`src/rtl/fnn_pkg.sv`:
```
// Constants and types shared by the fully connected network datapath blocks.
package fnn_pkg;
  localparam int DATA_WIDTH     = 16;
  localparam int LAYER1_NEURONS = 30;
  localparam int LAYER2_NEURONS = 30;
  localparam int LAYER3_NEURONS = 10;

  typedef enum logic {IDLE, SHIFT} ser_state_t;
endpackage

```
`src/rtl/layer_output_serializer_if.sv`:
```
// Serial stream bus from the layer serializer into every next-layer neuron.
interface layer_output_serializer_if #(
  parameter int DATA_WIDTH = 16
) ();
  logic [DATA_WIDTH-1:0] ser_data;
  logic                  ser_valid;
  logic                  ser_last;

  modport master (output ser_data, output ser_valid, output ser_last);
  modport slave  (input  ser_data, input  ser_valid, input  ser_last);
endinterface

```
`src/rtl/neuron_capture_bank.sv`:
```
// Collects per-neuron results until a full set is present; flags words that
// arrive for an already-filled slot or while the bank is frozen.
module neuron_capture_bank #(
  parameter int NUM_NEURONS = 30,
  parameter int DATA_WIDTH  = 16
) (
  input  logic                              clk,
  input  logic                              rst,
  input  logic [NUM_NEURONS*DATA_WIDTH-1:0] neuron_out,
  input  logic [NUM_NEURONS-1:0]            neuron_valid,
  input  logic                              freeze,
  input  logic                              clear,
  output logic [NUM_NEURONS*DATA_WIDTH-1:0] cap_merged,
  output logic                              complete,
  output logic                              overrun
);
  logic [NUM_NEURONS*DATA_WIDTH-1:0] cap_q;
  logic [NUM_NEURONS-1:0]            mask_q;
  logic [NUM_NEURONS-1:0]            accept;
  logic [NUM_NEURONS-1:0]            dropped;
  logic                              overrun_q;

  // cap_merged includes words accepted this cycle so a set completing now can be
  // handed over on the same edge.
  always_comb begin
    accept     = neuron_valid & ~mask_q & {NUM_NEURONS{~freeze}};
    dropped    = neuron_valid & ~accept;
    complete   = ~freeze & (&(mask_q | accept));
    cap_merged = cap_q;
    for (int i = 0; i < NUM_NEURONS; i++) begin
      if (accept[i]) cap_merged[i*DATA_WIDTH +: DATA_WIDTH] = neuron_out[i*DATA_WIDTH +: DATA_WIDTH];
    end
  end

  always_ff @(posedge clk) begin
    if (!rst) begin
      cap_q     <= '0;
      mask_q    <= '0;
      overrun_q <= 1'b0;
    end else begin
      cap_q  <= cap_merged;
      mask_q <= clear ? '0 : (mask_q | accept);
      if (|dropped) overrun_q <= 1'b1;
    end
  end

  assign overrun = overrun_q;
endmodule

```
`src/rtl/layer_output_serializer.sv`:
```
// Streams one captured result set per frame onto the shared next-layer input
// bus, neuron 0 first, reloading back-to-back when the next set is waiting.
//
// state | meaning
// IDLE  | no frame streaming, waiting for a complete set
// SHIFT | one beat per cycle; cnt is the index of the visible beat
module layer_output_serializer #(
  parameter int NUM_NEURONS = fnn_pkg::LAYER1_NEURONS,
  parameter int DATA_WIDTH  = fnn_pkg::DATA_WIDTH
) (
  input  logic                              clk,
  input  logic                              rst,
  input  logic [NUM_NEURONS*DATA_WIDTH-1:0] neuron_out,
  input  logic [NUM_NEURONS-1:0]            neuron_valid,
  layer_output_serializer_if.master         ser,
  output logic                              busy,
  output logic                              overrun
);
  import fnn_pkg::*;

  localparam int CW = (NUM_NEURONS > 1) ? $clog2(NUM_NEURONS) : 1;
  localparam logic [CW-1:0] LAST = CW'(NUM_NEURONS - 1);

  ser_state_t                        state_q, state_d;
  logic [CW-1:0]                     cnt_q, cnt_d;
  logic [NUM_NEURONS*DATA_WIDTH-1:0] buf_q, buf_d, buf_shift;
  logic [DATA_WIDTH-1:0]             data_q, data_d;
  logic                              valid_q, valid_d;
  logic                              last_q, last_d;
  logic                              pending_q, pending_d;
  logic                              load;
  logic [NUM_NEURONS*DATA_WIDTH-1:0] cap_merged;
  logic                              complete;

  neuron_capture_bank #(
    .NUM_NEURONS (NUM_NEURONS),
    .DATA_WIDTH  (DATA_WIDTH)
  ) u_bank (
    .clk          (clk),
    .rst          (rst),
    .neuron_out   (neuron_out),
    .neuron_valid (neuron_valid),
    .freeze       (pending_q),
    .clear        (load),
    .cap_merged   (cap_merged),
    .complete     (complete),
    .overrun      (overrun)
  );

  always_comb begin
    state_d   = state_q;
    cnt_d     = cnt_q;
    buf_d     = buf_q;
    data_d    = data_q;
    valid_d   = valid_q;
    last_d    = last_q;
    pending_d = pending_q;
    load      = 1'b0;
    buf_shift = buf_q >> DATA_WIDTH;
    case (state_q)
      IDLE: begin
        if (complete) begin
          load    = 1'b1;
          state_d = SHIFT;
        end
      end
      SHIFT: begin
        if (cnt_q == LAST) begin
          // A set completing in the last beat reloads on this same edge.
          if (pending_q || complete) begin
            load = 1'b1;
          end else begin
            state_d = IDLE;
            valid_d = 1'b0;
            last_d  = 1'b0;
            data_d  = '0;
          end
        end else begin
          cnt_d  = cnt_q + CW'(1);
          buf_d  = buf_shift;
          data_d = buf_shift[DATA_WIDTH-1:0];
          last_d = (cnt_d == LAST);
          if (complete) pending_d = 1'b1;
        end
      end
      default: state_d = IDLE;
    endcase
    if (load) begin
      buf_d     = cap_merged;
      data_d    = cap_merged[DATA_WIDTH-1:0];
      valid_d   = 1'b1;
      last_d    = (LAST == '0);
      cnt_d     = '0;
      pending_d = 1'b0;
    end
  end

  always_ff @(posedge clk) begin
    if (!rst) begin
      state_q   <= IDLE;
      cnt_q     <= '0;
      buf_q     <= '0;
      data_q    <= '0;
      valid_q   <= 1'b0;
      last_q    <= 1'b0;
      pending_q <= 1'b0;
    end else begin
      state_q   <= state_d;
      cnt_q     <= cnt_d;
      buf_q     <= buf_d;
      data_q    <= data_d;
      valid_q   <= valid_d;
      last_q    <= last_d;
      pending_q <= pending_d;
    end
  end

  assign ser.ser_data  = data_q;
  assign ser.ser_valid = valid_q;
  assign ser.ser_last  = last_q;
  assign busy          = (state_q == SHIFT) | pending_q;
endmodule

```
`src/flat_wrapper.sv`:
```
// flat-port wrapper written by rule: the top's interface ports become plain ports
module layer_output_serializer_flat import fnn_pkg::*;
#(
  parameter int NUM_NEURONS = fnn_pkg::LAYER1_NEURONS,
  parameter int DATA_WIDTH  = fnn_pkg::DATA_WIDTH
)
  (clk, rst, neuron_out, neuron_valid, busy, overrun, ser_ser_data, ser_ser_valid, ser_ser_last);
  layer_output_serializer_if #(.DATA_WIDTH(DATA_WIDTH)) ser_i ();
  input  logic clk;
  input  logic rst;
  input  logic [NUM_NEURONS*DATA_WIDTH-1:0] neuron_out;
  input  logic [NUM_NEURONS-1:0] neuron_valid;
  output logic busy;
  output logic overrun;
  output wire logic [$bits(ser_i.ser_data)-1:0] ser_ser_data;
  output wire logic [$bits(ser_i.ser_valid)-1:0] ser_ser_valid;
  output wire logic [$bits(ser_i.ser_last)-1:0] ser_ser_last;
  assign ser_ser_data = ser_i.ser_data;
  assign ser_ser_valid = ser_i.ser_valid;
  assign ser_ser_last = ser_i.ser_last;
  layer_output_serializer #(.NUM_NEURONS(NUM_NEURONS), .DATA_WIDTH(DATA_WIDTH)) u_core (.clk(clk), .rst(rst), .neuron_out(neuron_out), .neuron_valid(neuron_valid), .ser(ser_i), .busy(busy), .overrun(overrun));
endmodule
```
`config.mk`:
```
export PLATFORM = sky130hd
export DESIGN_NAME = layer_output_serializer_flat
export DESIGN_NICKNAME = d
export VERILOG_FILES = /design/src/rtl/fnn_pkg.sv /design/src/rtl/layer_output_serializer_if.sv /design/src/rtl/neuron_capture_bank.sv /design/src/rtl/layer_output_serializer.sv /design/src/flat_wrapper.sv
export SDC_FILE = /design/constraint.sdc
export NUM_CORES = 2
export LEC_CHECK = 0
export ABC_AREA = 1
export BUFFER_PORTS_ARGS = -buffer_cell sky130_fd_sc_hd__buf_2
export CORE_MARGIN = 1.5
export CORE_UTILIZATION = 35
export DETAILED_ROUTE_END_ITERATION = 8
export GPL_TIMING_DRIVEN = 0
export HOLD_SLACK_MARGIN = 0.06
export MAX_ROUTING_LAYER = met4
export PLACE_DENSITY_LB_ADDON = 0.2
export SETUP_SLACK_MARGIN = 0.5
export SLEW_MARGIN = 25
export SYNTH_ARGS = -nofsm -noshare
export SYNTH_HDL_FRONTEND = slang
export SYNTH_SLANG_ARGS = --single-unit
```
`constraint.sdc`:
```
create_clock -name clk -period 2.3 [get_ports clk]
set_clock_uncertainty 0.2 [all_clocks]
set_input_delay 0.345 -clock clk [delete_from_list [all_inputs] [get_ports clk]]
set_output_delay 0.345 -clock clk [all_outputs]
set_load 0.05 [all_outputs]
```
# Yosys cells after proc, flatten, opt, wreduce, memory -nomap -nowiden
# Cells that the tools add are included.
# totals
inputBits	512
reg_bits	1016
output_inout_bits	20
wordCells	89
# classes
n_eq_ne	6
n_reduce_logical	12
bitwise_logic	12
addsub	1
muxes	48
# op_table
operator	count
two-way mux 480 bit	3
two-way mux 16 bit	34
AND 30 bit	3
NOT 30 bit	2
bitwise OR 30 bit	1
AND reduction 30 bit	1
OR reduction 30 bit	1
equality test 5 bit, second input constant	2
two-way mux 1 bit	9
AND reduction 2 bit	4
!= test 2 bit, second input constant	3
AND reduction 3 bit	2
adder 5 x 1 -> 5 bit, second input constant	1
NOT 1 bit	4
case mux 1 bit (2 select lines)	2
nonzero test 2 bit	2
!= test 3 bit, second input constant	1
OR reduction 2 bit	1
AND 1 bit	1
logical OR 1 bit	1
bitwise OR 1 bit	1

# Longest topological paths before layout
# depth
ltp_word	12
depth_mapped	18
depth_no_buf	15

# Cells and area by module
# A second synthesis with hierarchy kept.
# unflattened
hier_cells	7406
hier_area_um2	47022.6
# by_module_without_submodules
module	seq_area_each_um2	cells_per_inst	instances	area_each_um2
layer_output_serializer	9789.4	4139	1	25348.1
neuron_capture_bank	10229.8	3267	1	21674.5

# Worst setup path before layout
# No wires, ideal clock.
# synth_timing
path_kind	register -> register
start	register u_core.cnt_q[1]
end	register u_core.cnt_q[1]
slack_ns	0.050
setup_ns	0.086
stages_incl_launch_ff	12
arrival_ns	1.964
required_ns	2.014
period_less_slack_ns	2.250
n_path_buf	2
path_cell_list	dfxtp_1 -> inv_1 -> ha_1 -> nand3_2 -> inv_1 -> nor2_1 -> clkinv_1 -> nand3_4 -> nand2_4 -> buf_6 -> buf_4 -> a211oi_1
# synth_between
elab_chain_cells	4
word_cells_on_any_way	7
classes_between	add/sub: 1; eq/ne: 1; mux: 2; bitwise: 1; reduce/logical: 2
# synth_lines
element	line	rtl
start, declared	layer_output_serializer.sv:25	logic [CW-1:0] cnt_q, cnt_d;
start signal, assigned	layer_output_serializer.sv:109	cnt_q <= cnt_d;
equality test 5 bit	layer_output_serializer.sv:68	if (cnt_q == LAST) begin
two-way mux 1 bit	layer_output_serializer.sv:68	
case mux 1 bit (2 select lines)	layer_output_serializer.sv:60	case (state_q)
OR reduction 2 bit (no source line)	n/a	
# Parallel ways exist; a longest one is shown, timed or not.
# A chain may end at the register's enable or synchronous reset.

# Worst setup path in the final report
# layout_timing
start	register u_core.pending_q
end	register u_core.buf_q[147]
# layout_between
elab_chain_cells	11
word_cells_on_any_way	15
classes_between	eq/ne: 1; mux: 6; bitwise: 4; reduce/logical: 4
# layout_lines
element	line	rtl
start, declared	layer_output_serializer.sv:30	logic pending_q, pending_d;
start signal, assigned	layer_output_serializer.sv:114	pending_q <= pending_d;
NOT 1 bit	neuron_capture_bank.sv:26, neuron_capture_bank.sv:28	
AND 30 bit	neuron_capture_bank.sv:26	accept = neuron_valid & ~mask_q & {NUM_NEURONS{~freeze}};
bitwise OR 30 bit	neuron_capture_bank.sv:28	complete = ~freeze & (&(mask_q | accept));
AND reduction 30 bit	neuron_capture_bank.sv:28	
AND 1 bit	neuron_capture_bank.sv:28	
logical OR 1 bit	layer_output_serializer.sv:70	if (pending_q || complete) begin
two-way mux 1 bit	layer_output_serializer.sv:70	
two-way mux 1 bit	layer_output_serializer.sv:68	
case mux 1 bit (2 select lines)	layer_output_serializer.sv:60	
!= test 2 bit (no source line) or nonzero test 2 bit (tied branches)	n/a	
AND reduction 2 bit (no source line)	n/a	
end signal, assigned	layer_output_serializer.sv:110	buf_q <= buf_d;
end, declared	layer_output_serializer.sv:26	logic [NUM_NEURONS*DATA_WIDTH-1:0] buf_q, buf_d, buf_shift;
# Parallel ways exist; a longest one is shown, timed or not.

==> results.yml <==
run_status:
  run_status: "finished, violations left"
  violations: "negative hold slack, negative setup slack"
global_routing:
  grt_pass1_wl_um: 217000
  grt_antenna_before_repair: 47
  grt_overflow: 0
  grt_usage: 0.246
  grt_pass1_vias: 37700
  grt_max_degree: 15
timing:
  setup_viol: 950
  tightestPinTransition_ns: 0.959
  slew_viol_final: 0
  fin_ws_ns: -0.619
  post-route-period-util: 1.27
  final_hold_viol_count: 2
  layout_min_cycle_time_ns: 2.92
  rsz0062_at_grt: "true"
  timing.hold.ws_ns: -0.225
  setup_tns_ns: -280.25
  max_slew_margin: 0.360
  clock.fmax_mhz: 343
place:
  place_area_um2: 45900
  placed_cells_incl_taps: 7411
  io_buffer_count: 530
  hpwl_um: 108000
  gp_congestion: 0.900
layout:
  final_util: 0.485
  stdcell_area_um2: 56300
  final.fill_count: 11500
  area_growth_pct: 37.8
  fin_cells: 8223
  drive_above_1_share: 0.172
  final_nets: 7077
pwr:
  intPower_mw: 30.9
  leakagePower_nw: 25.3
  seqPwrFrac: 0.442
  clockPowerShare: 0.449
  combPwrFrac: 0.110
  switching_share: 0.244
  power_density_nw_per_um2: 726
  p_switching_mw: 9.97
  ir_drop_v: 0.000517
  total_power_mw: 40.9
die:
  rows: 125
  die_x_um: 345
  die_h_um: 345
  core_um2: 116000
  initial_utilization: 0.352
  io_pins: 532
  die_area_um2: 119000
routing:
  totalWireLength_um: 146000
  first_pass_iters: 5
  drt_iter0_drc: 2284
  vias: 38100
  wl_per_cell_um: 17.8
  vias_per_cell: 4.64
  ant_nets: 0
  drc: 0
critical_path:
  crit_chain: "buf_12, buf_12, o21ai_2, nand2_2, nor2_4, nand2_1, nor2_2, nand3_1, nand2_2, nand3_4, nand2_8, buf_12, buf_4, buf_12, clkbuf_16, o21ai_1, nand2_1, nand2_1"
  cpPeakStageDelay_ns: 0.34
  cpMostUsedCell: "buf_12"
  critPathArrivalTime_ns: 3.31
  critPathRequiredTime_ns: 2.69
  endpoint_kind: "register"
  cp_max_fo: 10
  crit_type: "reg -> reg"
  start_kind: "register"
  worst_path_max_delay_cell: "dfxtp_2"
flow_run:
  drv_cap: 0
yosys:
  synth-compound-area-share: 0.0716
  syn_area_um2: 40900
  avgSynthCellArea_um2: 7.63
  syn_inst: 5357
  syn_nets: 5872
  synth_top_family_by_area: "simple AND/OR/NAND/NOR gates"
  ys_warn_count: 0
  yosysUniqueCellTypes: 40
  yosys.area_share.simple: 0.270
  ys_ff_latch: 1000
  synthXorXnorAreaFrac: 0.000643
  synthAdderAreaFrac: 0.000919
  synth-seq-area-share: 0.490
  synth_mux_area_frac: 0.114
cts:
  clock-sinks: 1000
  cts_buffers: 109
  cts_tree: "done"
  clk_path_buf_depth: 3
  cts_max_level: 3
  cts_hold_buf: 510
  clock_latency_ns: 0.70
  clk_pin_slew_ns: 0.06
  cts_root_buffer: "clkbuf_16"
worst_hold_path:
  hold_class: "in -> reg"
-- per-stage QoR --
stage | hold slack (ns) | worst slack, ns
floorplan | 0.226 | 0.0835
global placement | 0.236 | -1.13
detailed placement | 0.239 | -1.12
CTS | -0.274 | -0.605
global route | -0.248 | -0.745
finish | -0.225 | -0.619
-- critical path: cells and delay by family, from the launching register on --
family / cells / cell delay, ns
buf+inv: 6 / 0.83
flops: 1 / 0.34
simple gates: 10 / 1.16
compound gates: 2 / 0.24
-- registers in the layout, indices dropped and copies added (netlist names) --
| register | count |
|---|---|
| u_core.pending_q | 1 |
| u_core.ser.ser_valid | 1 |
| u_core.buf_q | 464 |
| u_core.state_q | 1 |
| u_core.ser.ser_last | 1 |
| u_core.ser.ser_data | 16 |
| u_core.cnt_q | 5 |
| u_core.u_bank.cap_q | 480 |
| u_core.u_bank.overrun | 1 |
| u_core.u_bank.mask_q | 30 |
-- cells by family (layout without fill, tap and decap cells) --
kind of cell,count (synthesis),after routing
simple gates,2876,2877
fa+ha+maj,3,3
xor+xnor,3,3
compound gates,564,564
flops,1000,1000
mux,465,465
other cells,0,46
buf+inv,446,1741
-- routing by layer --
metal / global-route usage / part of all wire
met2: 0.404 / 0.47
met4: 0.0711 / 0.028
met5: - / 0
met3: 0.0428 / 0.060
met1: 0.310 / 0.45
-- worst paths after layout --
kind / start / end / slack [ns] / depth (start not counted)
worst max-delay path: u_core.pending_q / u_core.buf_q[147] / -0.62 / 18
worst max register to register: u_core.pending_q / u_core.buf_q[147] / -0.62 / 18
worst min-delay path: neuron_valid[25] / u_core.u_bank.mask_q[25] / -0.23 / 3
worst min register to register: u_core.buf_q[150] / u_core.buf_q[150] / 0.25 / 2
-- power by group through the flow --
stage / Clock [mW] / Sequential, mW / Combinational [mW]
after CTS: 18.7 / 18.0 / 4.44
after global routing: 19.4 / 18.1 / 4.86
after floorplan: 0 / 18.4 / 2.19
after detailed placement: 0 / 18.4 / 3.56
final: 18.3 / 18.0 / 4.48
after global placement: 0 / 18.4 / 3.54
-- placed cells by master (no fill, tap or decap), types with 7 or more instances in the layout --
master | Yosys | layout
nand4_1 | 9 | 9
clkbuf_16 | 0 | 116
buf_12 | 0 | 20
o21ai_1 | 381 | 411
diode_2 | 0 | 46
nand2_2 | 3 | 12
clkbuf_1 | 152 | 78
a21oi_1 | 42 | 35
dfxtp_1 | 1000 | 999
nor2_2 | 4 | 8
buf_1 | 43 | 13
inv_1 | 85 | 84
buf_4 | 38 | 89
a21oi_2 | 0 | 7
nor3_4 | 0 | 15
nor2_4 | 1 | 8
nand2_1 | 1513 | 1501
clkbuf_2 | 0 | 99
o22ai_1 | 13 | 13
o21ai_2 | 0 | 17
bufinv_16 | 0 | 11
clkbuf_8 | 0 | 25
nand3_1 | 29 | 25
o21ai_0 | 96 | 48
buf_8 | 2 | 25
dlygate4sd3_1 | 0 | 510
clkinv_2 | 0 | 17
clkbuf_4 | 0 | 7
buf_2 | 92 | 578
o21bai_1 | 23 | 18
nor2_1 | 1289 | 1278
mux2i_1 | 465 | 465
buf_6 | 30 | 47
-- synthesized netlist by cell type --
cell / count / share of area
nand2_2: 3 / 0.00046
dfxtp_1: 1000 / 0.49
a32oi_1: 1 / 0.00021
nor3_2: 14 / 0.0034
inv_2: 3 / 0.00028
nor2_1: 1289 / 0.12
mux2i_1: 465 / 0.11
nand2_4: 1 / 0.00028
clkinv_1: 1 / 0.000092
nand2_1: 1513 / 0.14
o22a_1: 1 / 0.00021
ha_1: 3 / 0.00092
nor4_1: 1 / 0.00015
nand4_1: 9 / 0.0014
a22oi_1: 1 / 0.00018
xor2_1: 3 / 0.00064
buf_4: 38 / 0.0070
nand3_1: 29 / 0.0036
or2_2: 2 / 0.00031
o2111ai_1: 3 / 0.00064
buf_1: 43 / 0.0040
nand3_4: 1 / 0.00043
o21ai_1: 381 / 0.047
a31oi_1: 1 / 0.00015
and3_1: 1 / 0.00015
clkbuf_1: 152 / 0.014
and2_1: 3 / 0.00046
a21oi_1: 42 / 0.0051
buf_2: 92 / 0.011
nor2_4: 1 / 0.00028
o22ai_1: 13 / 0.0020
buf_6: 30 / 0.0083
inv_1: 85 / 0.0078
o21ai_0: 96 / 0.012
a211oi_1: 2 / 0.00037
nor3_1: 4 / 0.00049
buf_8: 2 / 0.00073
o21bai_1: 23 / 0.0042
nand3_2: 1 / 0.00024
nor2_2: 4 / 0.00061
-- layout make-up --
class / instances / area [µm²] / share of cell area
Timing Repair Buffer: 1093 / 8430 / 0.150
Antenna cell: 46 / 115 / 0.00205
Multi-Input combinational cell: 3912 / 19100 / 0.339
Sequential cell: 1000 / 20000 / 0.356
Inverter: 89 / 335 / 0.00596
Tap cell: 1524 / 1910 / 0.0339
Clock inverter: 39 / 522 / 0.00927
Clock buffer: 163 / 3220 / 0.0573
Buffer: 357 / 2640 / 0.0468
-- what timing repair did --
item,in CTS,in global routing
resized for setup,179,78
pin swaps,41,45
gates cloned,6,4
setup buffers,34,10
endpoints found under the hold margin,983,3
endpoints found under the setup margin,1020,1020
(Power assumes the default switching activity.)
